<file path="src/rtl/echo_delay_ctrl.sv">
// echo_delay_ctrl
//
// Feedback echo engine for the effects chain. Accepts one signed sample at a
// time, reads the sample written `delay` samples earlier from an external
// single-clock RAM (registered read, one cycle of latency), mixes
//   y = sat(x + floor(d * gain / 2^GAIN_WIDTH))
// writes y back into the RAM at the current write pointer and presents y
// downstream with a valid/ready handshake.
//
// Ports
//   pi_clk          clock, rising edge
//   pi_sreset       synchronous active-high reset
//   pi_delay        echo delay in samples, captured on input accept
//   pi_gain         unsigned feedback gain, captured on input accept
//   pi_valid        input sample valid
//   pi_data         input sample (two's complement)
//   po_ready        block can accept an input sample (IDLE only)
//   po_valid        output sample valid (OUT only)
//   po_data         output sample y, stable while held in OUT
//   pi_ready        downstream accepts the output sample
//   po_ram_wr_en    single-cycle write pulse in the first OUT cycle
//   po_ram_wr_addr  write address (current write pointer)
//   po_ram_wr_data  write data (y)
//   po_ram_rd_en    read enable, high in RD
//   po_ram_rd_addr  read address, wr_ptr - delay with natural wrap
//   pi_ram_rd_data  read data, valid the cycle after po_ram_rd_en

module echo_delay_ctrl #(
  parameter int DATA_WIDTH = 16,
  parameter int MEM_DEPTH  = 4096,
  parameter int ADDR_WIDTH = $clog2(MEM_DEPTH),
  parameter int GAIN_WIDTH = 8
) (
  input  logic                  pi_clk,
  input  logic                  pi_sreset,
  input  logic [ADDR_WIDTH-1:0] pi_delay,
  input  logic [GAIN_WIDTH-1:0] pi_gain,
  input  logic                  pi_valid,
  input  logic [DATA_WIDTH-1:0] pi_data,
  output logic                  po_ready,
  output logic                  po_valid,
  output logic [DATA_WIDTH-1:0] po_data,
  input  logic                  pi_ready,
  output logic                  po_ram_wr_en,
  output logic [ADDR_WIDTH-1:0] po_ram_wr_addr,
  output logic [DATA_WIDTH-1:0] po_ram_wr_data,
  output logic                  po_ram_rd_en,
  output logic [ADDR_WIDTH-1:0] po_ram_rd_addr,
  input  logic [DATA_WIDTH-1:0] pi_ram_rd_data
);

  // Product width: signed DATA_WIDTH sample times zero-extended gain.
  localparam int PROD_WIDTH = DATA_WIDTH + GAIN_WIDTH + 1;

  localparam logic [ADDR_WIDTH-1:0] FILL_MAX = ADDR_WIDTH'(MEM_DEPTH - 1);

  typedef enum logic [1:0] {
    IDLE,
    RD,
    MIX,
    OUT
  } state_t;

  state_t state_q;
  state_t state_d;

  logic signed [DATA_WIDTH-1:0] x_q;
  logic [ADDR_WIDTH-1:0]        delay_q;
  logic [GAIN_WIDTH-1:0]        gain_q;
  logic [ADDR_WIDTH-1:0]        wr_ptr_q;
  logic [ADDR_WIDTH-1:0]        fill_cnt_q;
  logic [DATA_WIDTH-1:0]        data_q;
  logic                         wr_en_q;
  logic [ADDR_WIDTH-1:0]        wr_addr_q;
  logic [DATA_WIDTH-1:0]        wr_data_q;

  logic                         accept;
  logic                         out_handshake;

  logic                         echo_masked;
  logic signed [DATA_WIDTH-1:0] d_eff;
  logic signed [PROD_WIDTH-1:0] d_ext;
  logic signed [PROD_WIDTH-1:0] gain_ext;
  logic signed [PROD_WIDTH-1:0] prod;
  logic signed [PROD_WIDTH-1:0] scaled;
  logic signed [PROD_WIDTH-1:0] x_ext;
  logic signed [PROD_WIDTH-1:0] sum;
  logic                         sum_fits;
  logic [DATA_WIDTH-1:0]        y;

  assign accept        = (state_q == IDLE) && pi_valid;
  assign out_handshake = (state_q == OUT) && pi_ready;

  // State register.
  always_ff @(posedge pi_clk) begin
    if (pi_sreset) begin
      state_q <= IDLE;
    end else begin
      state_q <= state_d;
    end
  end

  // Next-state logic and the state-decoded outputs. The read address is
  // only driven while reading so that it sits at zero otherwise.
  always_comb begin
    state_d        = state_q;
    po_ready       = 1'b0;
    po_valid       = 1'b0;
    po_ram_rd_en   = 1'b0;
    po_ram_rd_addr = '0;
    unique case (state_q)
      IDLE: begin
        po_ready = 1'b1;
        if (pi_valid) begin
          state_d = RD;
        end
      end
      RD: begin
        po_ram_rd_en   = 1'b1;
        po_ram_rd_addr = wr_ptr_q - delay_q;
        state_d        = MIX;
      end
      MIX: begin
        state_d = OUT;
      end
      OUT: begin
        po_valid = 1'b1;
        if (pi_ready) begin
          state_d = IDLE;
        end
      end
      default: begin
        state_d = IDLE;
      end
    endcase
  end

  // Mix datapath, evaluated while the RAM data is valid in MIX.
  // Until `delay` samples have been written the location read back holds
  // stale data (from before reset or from power-up), so the echo term is
  // forced to zero. A zero delay would read back the location about to be
  // written, which is also meaningless, so it is masked as well.
  // The adder is built at product width rather than DATA_WIDTH+2; both
  // operands are sign-extended and the true sum always fits in DATA_WIDTH+2
  // bits, so the value and the saturation decision are identical.
  always_comb begin
    echo_masked = (delay_q == '0) || (fill_cnt_q < delay_q);
    d_eff       = echo_masked ? '0 : $signed(pi_ram_rd_data);
    d_ext       = $signed({{(PROD_WIDTH - DATA_WIDTH){d_eff[DATA_WIDTH-1]}}, d_eff});
    gain_ext    = $signed({{(PROD_WIDTH - GAIN_WIDTH){1'b0}}, gain_q});
    prod        = d_ext * gain_ext;
    scaled      = prod >>> GAIN_WIDTH;
    x_ext       = $signed({{(PROD_WIDTH - DATA_WIDTH){x_q[DATA_WIDTH-1]}}, x_q});
    sum         = x_ext + scaled;
    sum_fits    = (&sum[PROD_WIDTH-1:DATA_WIDTH-1]) || !(|sum[PROD_WIDTH-1:DATA_WIDTH-1]);
    if (sum_fits) begin
      y = sum[DATA_WIDTH-1:0];
    end else if (sum[PROD_WIDTH-1]) begin
      y = {1'b1, {(DATA_WIDTH - 1){1'b0}}};
    end else begin
      y = {1'b0, {(DATA_WIDTH - 1){1'b1}}};
    end
  end

  // Per-sample parameters are captured at accept, so later changes on the
  // inputs never affect the sample in flight.
  always_ff @(posedge pi_clk) begin
    if (pi_sreset) begin
      x_q     <= '0;
      delay_q <= '0;
      gain_q  <= '0;
    end else if (accept) begin
      x_q     <= $signed(pi_data);
      delay_q <= pi_delay;
      gain_q  <= pi_gain;
    end
  end

  // Result register and write-back. The write strobe is raised on the
  // MIX->OUT transition and cleared one cycle later, giving exactly one
  // pulse in the first OUT cycle however long downstream stalls. A reset
  // while in MIX therefore never produces a write.
  always_ff @(posedge pi_clk) begin
    if (pi_sreset) begin
      data_q    <= '0;
      wr_en_q   <= 1'b0;
      wr_addr_q <= '0;
      wr_data_q <= '0;
    end else begin
      wr_en_q <= 1'b0;
      if (state_q == MIX) begin
        data_q    <= y;
        wr_en_q   <= 1'b1;
        wr_addr_q <= wr_ptr_q;
        wr_data_q <= y;
      end
    end
  end

  // Write pointer advances on the output handshake; fill_cnt counts
  // completed writes and stops at MEM_DEPTH-1, the largest usable delay.
  always_ff @(posedge pi_clk) begin
    if (pi_sreset) begin
      wr_ptr_q   <= '0;
      fill_cnt_q <= '0;
    end else begin
      if (out_handshake) begin
        wr_ptr_q <= wr_ptr_q + 1'b1;
      end
      if (wr_en_q && (fill_cnt_q != FILL_MAX)) begin
        fill_cnt_q <= fill_cnt_q + 1'b1;
      end
    end
  end

  assign po_data        = data_q;
  assign po_ram_wr_en   = wr_en_q;
  assign po_ram_wr_addr = wr_addr_q;
  assign po_ram_wr_data = wr_data_q;

endmodule

</file>
<file path="config.mk">
export PLATFORM = sky130hd
export DESIGN_NAME = echo_delay_ctrl
export DESIGN_NICKNAME = d
export VERILOG_FILES = /design/src/rtl/echo_delay_ctrl.sv
export SDC_FILE = /design/constraint.sdc
export NUM_CORES = 1
export LEC_CHECK = 0
export BUFFER_PORTS_ARGS = -buffer_cell sky130_fd_sc_hd__clkbuf_2
export CORE_ASPECT_RATIO = 2
export CORE_UTILIZATION = 40
export DETAILED_ROUTE_END_ITERATION = 12
export GPL_ROUTABILITY_DRIVEN = 0
export PLACE_DENSITY = 0.68
export RECOVER_POWER = 25
export SETUP_SLACK_MARGIN = 0.1
export SLEW_MARGIN = 10
export SYNTH_ARGS = -nofsm -noshare
export SYNTH_HDL_FRONTEND = slang
export SYNTH_SLANG_ARGS = --single-unit
</file>
<file path="constraint.sdc">
create_clock -name pi_clk -period 24.3 [get_ports pi_clk]
set_input_delay 6.075 -clock pi_clk [delete_from_list [all_inputs] [get_ports pi_clk]]
set_output_delay 6.075 -clock pi_clk [all_outputs]
set_load 0.1 [all_outputs]
</file>
==> flow_summary_export.csv <==
group,metric,value,unit
power_and_ir_drop,seqPwrFrac,0.217,
global_route,grt_antenna_before_repair,0,
layout,syn2layout_area_growth,9.98,%
global_route,grt_pass1_vias,8335,
routing,drt_iter0_drc,262,
clock_network,post_cts_buffers,0,
clock_network,numCtsBuffers,9,
global_route,track_usage,0.210,
layout,diodes,0,
critical_path,cp_max_fo,15,
timing,rsz0062_at_grt,"false",
clock_network,cts_max_level,3,
clock_network,cts_sinks,91,
yosys,synth-seq-cells,91,
yosys,synthTopCellsByArea,"fa_1 (21%), dfxtp_1 (19%), ha_1 (12%), inv_1 (6.4%), nand2_1 (6.1%)",
yosys,syn_avg_cell_area,8.39,um2
min_path,hold_start,"x_q[3]",
routing,antenna_left,0,
power_and_ir_drop,p_sw_frac,0.559,
power_and_ir_drop,leakage,5.36,nW
power_and_ir_drop,p_switching,0.523,mW
min_path,hold_end,"x_q[3]",
yosys,synthArstFlopShare,0,
floorplanning,io-pin-count,116,
outcome,violations,"DRC, capacitance limit, slew limit",
critical_path,rr_startpoint,"delay_q[11]",
global_route,grt_start_max_net_pins,78,
timing,hold_ws,0.464,ns
layout,fill_cells,2360,
critical_path,startpoint,"pi_ram_rd_data[7]",
power_and_ir_drop,power_density,87.6,mW/mm2
timing,tightest_slew,3.42,ns
yosys,synth_edf_count,0,
floorplanning,fp-row-count,80,
layout,multiInputGateArea,0.00697,mm2
critical_path,cp.arrival,14.33,ns
layout,drive_gt1_frac,0.117,
routing,routedWlPerCell,16.4,um
routing,routed_wl,24.9,mm
yosys,synth_flop_cell,"dfxtp_1",
yosys,yosysTopAreaCell,"fa_1",
critical_path,r2r-end,"po_ram_wr_data[0]",
clock_network,postCtsResizedCells,0,
timing,fin_crit,14.05,ns
power_and_ir_drop,combPwrFrac,0.635,
yosys,synth.most_common_cell,"inv_1",
floorplanning,core,0.0238,mm2
timing,slew_viol_final,78,
clock_network,clk_pin_slew,0.06,ns
yosys,netlist_instances,1158,
outcome,outcome,"finished, violations left",
critical_path,end_kind,"register",
timing,setup_tns,0,ns
layout,seqCellArea,0.00182,mm2
layout,fin_nets,1478,
critical_path,ff2ff_setup_slack,13.75,ns
clock_network,cts_tree,"built",
critical_path,r2r_cells,33,
clock_network,root_buffer,"clkbuf_16",
floorplanning,initial_core_util,0.408,
power_and_ir_drop,power.internal,0.413,mW
routing,avgViaCountPerCell,5.32,
routing,drc,4,
yosys,synth.distinct_cells,58,
timing,fmax,71.2,MHz
yosys,yosysTopAreaCellShare,0.212,
yosys,syn_area,0.00972,mm2
power_and_ir_drop,peakVddDrop,0.0731,mV
yosys,synth_commonest_cells,"inv_1 (166), nand2_1 (158), fa_1 (103)",
critical_path,required,24.59,ns
timing,timing.final.crit_share,0.578,
yosys,seq_area_frac_synth,0.188,
placement,detailed_place_hpwl,20.6,mm
power_and_ir_drop,power.share.clock,0.148,
min_path,hold_class,"reg -> reg",
floorplanning,dieHeight,222,um
timing,finalHoldViolCount,0,
timing,setup_viol,0,
clock_network,clockBufferDepth,2,
clock_network,clk_latency,0.36,ns
global_route,grt_pass1_wl,40.8,mm
placement,portBuffers,115,
routing,num_vias,8081,
critical_path,cp-start-kind,"input port",
yosys,yosysWarnings,0,
yosys,synth_fp_nets,1410,
timing,worst_clock_skew,0.00995,ns
routing,dr.pass1.iters,8,
global_route,overflow,0,
floorplanning,dieArea,0.0250,mm2
min_path,holdPathStages,2,
timing,max_slew_margin,-1.28,
floorplanning,fp.dieW,112,um
clock_network,ctsHoldBuffers,0,
critical_path,critical_path_class,"in -> reg",
run,maxCapViolCount,1,
## cell usage in the layout (no fill, tap or decap), types with 25 or more instances in the layout
| cell | synthesis | routed |
|---|---|---|
| nor2_1 | 44 | 44 |
| o21ai_0 | 25 | 25 |
| and3_1 | 43 | 43 |
| inv_1 | 166 | 166 |
| xnor2_1 | 33 | 33 |
| fa_1 | 103 | 103 |
| dfxtp_1 | 91 | 91 |
| nand2_1 | 158 | 158 |
| and2_1 | 49 | 49 |
| clkbuf_2 | 0 | 115 |
| a21oi_1 | 74 | 73 |
| ha_1 | 93 | 93 |
## flip-flops by register name, indices dropped and copies added, names as in the netlist
name / flops
po_ram_wr_data: 16
x_q: 16
delay_q: 12
fill_cnt_q: 12
po_ram_wr_addr: 12
wr_ptr_q: 12
gain_q: 8
state_q: 2
po_ram_wr_en: 1
## critical path, stage by stage
cell       delay (ns)
clkbuf_2         0.10
and3_1           0.30
nand2_1          0.12
fa_1             0.55
inv_1            0.06
fa_1             0.46
fa_1             0.50
inv_1            0.06
fa_1             0.53
inv_1            0.04
ha_1             0.33
inv_1            0.06
nor4_1           0.46
nand2_1          0.10
nor4_1           0.68
nor4_1           0.23
o21ai_1          0.43
mux2i_1          0.24
nand3_1          0.12
ha_1             0.32
a21oi_1          0.14
o21ai_0          0.09
a221o_1          0.39
o41a_1           0.39
xnor2_1          0.19
o2bb2ai_1        0.16
a221oi_2         0.99
a221o_1          0.22
## kinds of logic (layout without fill, tap and decap cells)
logic type	Yosys count	in the layout	synth area share
fa+ha+maj	197	197	0.333
buf+inv	230	303	0.0958
compound gates	177	177	0.120
mux	16	16	0.0165
xor+xnor	54	54	0.0487
simple gates	393	393	0.199
flops	91	91	0.188
## worst max-delay path by stage
stage | depth (start not counted) | slack, ns | end
4_1_cts | 28 | 10.36 | po_ram_wr_data[0]
5_1_grt | 28 | 9.61 | po_ram_wr_data[0]
3_3_place_gp | 28 | 10.27 | po_ram_wr_data[2]
3_5_place_dp | 28 | 10.09 | po_ram_wr_data[8]
2_1_floorplan | 29 | 11.45 | po_ram_wr_data[7]
6_report | 28 | 10.25 | po_ram_wr_data[0]
## power groups by stage
stage	logic [mW]	registers, mW	clock network [mW]
after floorplan	0.439	0.244	0
after global placement	0.588	0.207	0
after detailed placement	0.596	0.207	0
after CTS	0.598	0.204	0.143
after global routing	0.646	0.207	0.148
final	0.594	0.203	0.138
## stage by stage
| step | power (mW) | cells | area, um2 | util | setup slack, ns |
|---|---|---|---|---|---|
| 6_report | 0.936 | 1518 | 10700 | 0.449 | 10.25 |
| 5_1_grt | 1.00 | 1518 | 10700 | 0.449 | 9.61 |
| 4_1_cts | 0.945 | 1518 | 10700 | 0.449 | 10.36 |
| 3_5_place_dp | 0.802 | 1502 | 10400 | 0.436 | 10.09 |
| 3_3_place_gp | 0.794 | 1502 | 10400 | 0.436 | 10.27 |
| 2_1_floorplan | 0.684 | 1158 | 9720 | - | 11.45 |
## per-layer routing
metal / up-vias / routed length [um] / GRT usage
met5: - / 0 / 0
met4: 0 / 1510 / 0.132
met3: 70 / 740 / 0.0235
met2: 182 / 14100 / 0.414
met1: 3905 / 8540 / 0.202
li1: 3924 / - / -
## final cells by class
class | instances | area share
multi-input cells | 837 | 0.652
flip-flops and latches | 91 | 0.170
inverters | 166 | 0.0583
repair buffers | 121 | 0.0577
well taps | 287 | 0.0336
clock buffers | 11 | 0.0237
clock inverters | 5 | 0.00422
No activity file was read; power rests on OpenSTA's default activity.
